--- src/rtl/player_action_ctrl.sv ---
// Per-player fighter FSM. Turns debounced button levels into a one-hot action word
// with a facing bit, and tracks horizontal position. All updates happen on tick.
module player_action_ctrl #(
  parameter int PUNCH_TICKS = 8,
  parameter int JUMP_TICKS  = 16,
  parameter int WALK_STEP   = 2,
  parameter int X_MIN       = 0,
  parameter int X_MAX       = 511,
  parameter int X_INIT      = 100,
  parameter int INIT_DIR    = 0
) (
  input  logic       clk,
  input  logic       rst_l,
  input  logic       tick,
  input  logic       btn_left,
  input  logic       btn_right,
  input  logic       btn_up,
  input  logic       btn_down,
  input  logic       btn_shield,
  input  logic       btn_punch,
  output logic [6:0] action,
  output logic [9:0] x_pos,
  output logic       punch_hit,
  output logic       busy
);

  // The state register holds the one-hot action code, so action[5:0] needs no decode.
  localparam logic [5:0] S_WALK   = 6'b000001;
  localparam logic [5:0] S_CROUCH = 6'b000010;
  localparam logic [5:0] S_SHIELD = 6'b000100;
  localparam logic [5:0] S_JUMP   = 6'b001000;
  localparam logic [5:0] S_PUNCH  = 6'b010000;
  localparam logic [5:0] S_STAND  = 6'b100000;

  localparam int TMAX = (JUMP_TICKS > PUNCH_TICKS) ? JUMP_TICKS : PUNCH_TICKS;
  localparam int TW   = (TMAX > 1) ? $clog2(TMAX) : 1;

  localparam logic signed [11:0] XMIN_S = 12'(X_MIN);
  localparam logic signed [11:0] XMAX_S = 12'(X_MAX);
  localparam logic signed [11:0] STEP_S = 12'(WALK_STEP);

  logic [5:0]        state, state_n;
  logic              facing, facing_n;
  logic [TW-1:0]     timer, timer_n;
  logic signed [1:0] jump_dx, jump_dx_n;
  logic [9:0]        x_n;
  logic              hit_n;
  logic              up_prev, punch_prev;
  logic              up_edge, punch_edge;
  logic signed [11:0] x_ext;

  function automatic logic [9:0] sat_x(input logic signed [11:0] v);
    logic signed [11:0] r;
    if (v < XMIN_S)      r = XMIN_S;
    else if (v > XMAX_S) r = XMAX_S;
    else                 r = v;
    return r[9:0];
  endfunction

  assign up_edge    = btn_up & ~up_prev;
  assign punch_edge = btn_punch & ~punch_prev;
  assign x_ext      = $signed({2'b00, x_pos});

  always_comb begin
    state_n   = state;
    facing_n  = facing;
    timer_n   = timer;
    jump_dx_n = jump_dx;
    x_n       = x_pos;
    hit_n     = 1'b0;
    if (state == S_JUMP) begin
      if (jump_dx > 0)      x_n = sat_x(x_ext + STEP_S);
      else if (jump_dx < 0) x_n = sat_x(x_ext - STEP_S);
      if (timer == '0) state_n = S_STAND;
      else             timer_n = timer - 1'b1;
    end else if (state == S_PUNCH) begin
      if (timer == '0) state_n = S_STAND;
      else             timer_n = timer - 1'b1;
    end else if (punch_edge) begin
      state_n = S_PUNCH;
      timer_n = TW'(PUNCH_TICKS - 1);
      hit_n   = 1'b1;
    end else if (up_edge) begin
      state_n   = S_JUMP;
      timer_n   = TW'(JUMP_TICKS - 1);
      jump_dx_n = (btn_left == btn_right) ? 2'sd0 : (btn_left ? -2'sd1 : 2'sd1);
    end else if (btn_shield) begin
      state_n = S_SHIELD;
    end else if (btn_down) begin
      state_n = S_CROUCH;
    end else if (btn_left ^ btn_right) begin
      state_n  = S_WALK;
      facing_n = btn_left;
      x_n      = btn_left ? sat_x(x_ext - STEP_S) : sat_x(x_ext + STEP_S);
    end else begin
      state_n = S_STAND;
    end
  end

  always_ff @(posedge clk or negedge rst_l) begin
    if (!rst_l) begin
      state      <= S_STAND;
      facing     <= (INIT_DIR != 0);
      x_pos      <= 10'(X_INIT);
      timer      <= '0;
      jump_dx    <= 2'sd0;
      up_prev    <= 1'b0;
      punch_prev <= 1'b0;
      punch_hit  <= 1'b0;
      busy       <= 1'b0;
    end else begin
      punch_hit <= 1'b0;
      if (tick) begin
        state      <= state_n;
        facing     <= facing_n;
        x_pos      <= x_n;
        timer      <= timer_n;
        jump_dx    <= jump_dx_n;
        up_prev    <= btn_up;
        punch_prev <= btn_punch;
        punch_hit  <= hit_n;
        busy       <= (state_n == S_JUMP) || (state_n == S_PUNCH);
      end
    end
  end

  assign action = {facing, state};

endmodule

--- config.mk ---
export PLATFORM = sky130hd
export DESIGN_NAME = player_action_ctrl
export DESIGN_NICKNAME = d
export VERILOG_FILES = /design/src/rtl/player_action_ctrl.sv
export SDC_FILE = /design/constraint.sdc
export NUM_CORES = 1
export LEC_CHECK = 0
export BUFFER_PORTS_ARGS = -buffer_cell sky130_fd_sc_hd__buf_2
export CORE_MARGIN = 10
export CORE_UTILIZATION = 62
export DETAILED_ROUTE_END_ITERATION = 8
export HOLD_SLACK_MARGIN = 0.02
export PLACE_DENSITY = 0.83
export SKIP_CTS_REPAIR_TIMING = 1
export SLEW_MARGIN = 10
export SYNTH_ARGS = -nofsm -noshare
export SYNTH_HDL_FRONTEND = slang
export SYNTH_SLANG_ARGS = --single-unit
export TNS_END_PERCENT = 30
--- constraint.sdc ---
create_clock -name clk -period 4.3 [get_ports clk]
set_input_delay 0.86 -clock clk [delete_from_list [all_inputs] [get_ports clk]]
set_output_delay 0.86 -clock clk [all_outputs]
set_load 0.02 [all_outputs]
==> summary.md <==
| Metric | Value |
|---|---|
| Slew of the pin with the lowest slew margin | `0.9972 ns` |
| Leak pwr | `0.0009570 uW` |
| Final net count | `263` |
| Via count | `1839` |
| Pwr per Cell Area | `556.2 nW/um2` |
| Status | `complete, no violations` |
| Number of diodes | `0` |
| Peak VDD IR | `0.0002745 V` |
| Startpoint of the worst hold path | `state[5]$_DFFE_PN1P_` |
| Worst Hold Slack | `0.5138 ns` |
| CTS tree | `built` |
| Endpoint class of the critical path | `flop` |
| Sink Count | `27` |
| Clock Skews | `0.01175 ns` |
| Crit start category | `input pin` |
| Area of placed instances | `2107 um2` |
| Largest net degree at the start of global routing | `28` |
| Maxcap violations | `0` |
| CTS root buffer | `clkbuf_4` |
| DPL Wire Length | `3704 um` |
| Total power | `1189 uW` |
| Final ANT Viol Nets | `0` |
| Floorplan row count | `20` |
| Share of cells above drive strength 1 | `0.2056` |
| H-tree levels | `1` |
| Later-pin clock latency in the skew report | `0.33 ns` |
| Vias in the first global route | `1903` |
| Flops & latches, synth | `27` |
| Mean Syn Cell Area | `8.622 um2` |
| DRT Pass-1 Iters | `6` |
| DRC viols | `0` |
| Setup TNS | `0 ns` |
| # port buffers | `27` |
| Yosys cell types | `59` |
| Final Setup Violations | `0` |
| Initial antenna violation count | `0` |
| FF-to-FF setup slack | `1.68 ns` |
| Number of flops mapped to enable cells by yosys | `0` |
| Starting DRC count in detailed routing | `137` |
| Hold Crit Depth | `2` |
| Unrepaired setup endpoints after global routing | `false` |
| Core area | `3053 um2` |
| Hold Vio Cnt, Final | `0` |
| Worst r2r dst | `x_pos[0]$_DFFE_PN0P_` |
| Vias/cell | `6.298` |
| Async SR Flop Fraction | `1.000` |
| First-pass GRT wire length | `8431 um` |
| Sequential share of the synthesized area | `0.3447` |
| Final Slew Violations | `0` |
| Crit-path max FO | `17` |
| Grt ovf | `0` |
| Cell Area, Synth | `1974 um2` |
| Final std cells w/o fill | `292` |
| Clock transition at path regs | `0.16 ns` |
| Tmin final | `2.994 ns` |
| Worst Path Required | `4.53 ns` |
| Type of the tightest min-delay check | `flop to flop` |
| Synth warn | `0` |
| Post-synth top flop | `dfrtp_1` |
| Mapped Nets | `243` |
| P&R area growth vs syn | `8.238%` |
| Die Wd | `76.43 um` |
| Cell area after layout | `2137 um2` |
| Die Ht | `76.43 um` |
| Rel. slew slack | `0.3340` |
| Final WL | `4880 um` |
| GPL Wtd Cong | `0.9222` |
| Starting Density | `0.6467` |
| Die ar. | `5842 um2` |
| Reg2reg path depth | `8` |
| Min-Delay Endpoint | `state[5]$_DFFE_PN1P_` |
| Wire per inst | `16.71 um` |
| GRT Overall Usage | `0.1640` |
| Maximum clock insertion buffer count | `2` |
| Fmax | `334.0 MHz` |
| Placed cell count | `288` |
| Post-synthesis instance total | `229` |
| Setup CP Type | `input pin to flop` |
| Final worst-path cycle share | `0.6964` |
| Critical R2R Launch | `x_pos[1]$_DFFE_PN0P_` |
| Critical path arrival | `3.23 ns` |
| Top Ports | `28` |
| Num CTS Buffers | `3` |
==> sequential cells by signal, summed over array words and instances, names as in the netlist <==
signal / flops
x_pos: 10
state: 6
timer: 4
jump_dx: 2
busy: 1
facing: 1
punch_hit: 1
punch_prev: 1
up_prev: 1
==> through the flow <==
stage,setup slack [ns],utilization
6_report,1.306,0.7000
5_1_grt,1.137,0.7000
4_1_cts,1.352,0.7000
3_5_place_dp,0.9917,0.6902
3_3_place_gp,1.124,0.6902
2_1_floorplan,1.681,-
==> routing by layer <==
layer	GRT usage	part of all wire	vias up
li1	-	-	884
met1	0.1815	0.42	889
met2	0.3036	0.51	59
met3	0.03066	0.064	7
met4	0.05576	0.011	0
met5	0	0	-
==> report_power, final <==
part	internal, uW	total, uW	switching [uW]
Sequential	340	488	148
Clock	35.5	112	76.7
Combinational	246	589	342
==> critical path: stages <==
cell and delay (ns):
buf_2 0.11, ha_1 0.32, or4_4 0.57, a211oi_2 0.83, nand2_1 0.21, a2bb2oi_1 0.20, o311a_1 0.12
==> placed cells by master (no fill, tap or decap), types with 3 or more instances in the layout <==
| cell | n |
|---|---|
| buf_2 | 27 |
| dfrtp_1 | 23 |
| nand2_1 | 20 |
| inv_1 | 15 |
| a21oi_1 | 15 |
| nor2_1 | 11 |
| o21ai_0 | 11 |
| nand3_1 | 10 |
| nor2b_1 | 8 |
| nor3_1 | 8 |
| a31oi_1 | 6 |
| nand2b_1 | 5 |
| mux2_2 | 5 |
| o22ai_1 | 5 |
| ha_1 | 5 |
| nand4_1 | 4 |
| o211ai_1 | 4 |
| mux2i_1 | 4 |
| or3_1 | 4 |
| dfstp_2 | 4 |
| a21o_1 | 3 |
| and3_1 | 3 |
| xor2_1 | 3 |
| clkbuf_4 | 3 |
==> cell usage after synthesis, drive strengths merged, types with 2 or more instances <==
cell	number	area share
o21ai	13	0.033
o22a	2	0.0089
nand2b	5	0.016
mux2	5	0.029
a31oi	6	0.019
o311a	2	0.010
nor4b	2	0.016
or2	3	0.0095
nand4	4	0.013
a21oi	15	0.038
nand3	10	0.025
nor2b	8	0.025
and3	3	0.0095
or3	4	0.013
dfrtp	23	0.29
nor4	2	0.014
buf	4	0.014
mux2i	4	0.020
and4	2	0.0089
a41oi	2	0.013
or4	3	0.015
inv	15	0.029
clkbuf	8	0.015
o211ai	4	0.015
a21o	3	0.011
dfstp	4	0.053
nor3	8	0.020
o22ai	5	0.016
xor2	3	0.013
a211oi	2	0.010
nand2	20	0.038
a211o	2	0.0089
nor2	11	0.021
and2	2	0.0063
a2bb2oi	2	0.0089
ha	5	0.032
==> worst max path at each step <==
stage	endpoint	startpoint	slack, ns	cells past startpoint
2_1_floorplan	x_pos[4]$_DFFE_PN0P_	btn_right	1.68	7
3_3_place_gp	x_pos[4]$_DFFE_PN0P_	btn_left	1.12	7
3_5_place_dp	x_pos[4]$_DFFE_PN0P_	btn_left	0.99	7
4_1_cts	x_pos[4]$_DFFE_PN0P_	btn_left	1.35	7
5_1_grt	x_pos[4]$_DFFE_PN0P_	btn_left	1.14	7
6_report	x_pos[4]$_DFFE_PN0P_	btn_left	1.31	7
==> logic make-up after synthesis <==
logic type	count (synthesis)	share of synthesized area
compound gates	68	0.2396
mux	9	0.04879
flops	27	0.3447
buf+inv	27	0.05766
simple gates	89	0.2598
xor+xnor	4	0.01775
fa+ha+maj	5	0.03169
==> layout make-up <==
type | instances | area (um2)
fillers | 263 | 915.9
well taps | 44 | 55.05
inverters | 15 | 56.30
clock buffers | 3 | 22.52
clock inverters | 1 | 7.507
multi-input cells | 175 | 1180
repair buffers | 27 | 135.1
flip-flops and latches | 27 | 680.7
(Power assumes the default switching activity.)
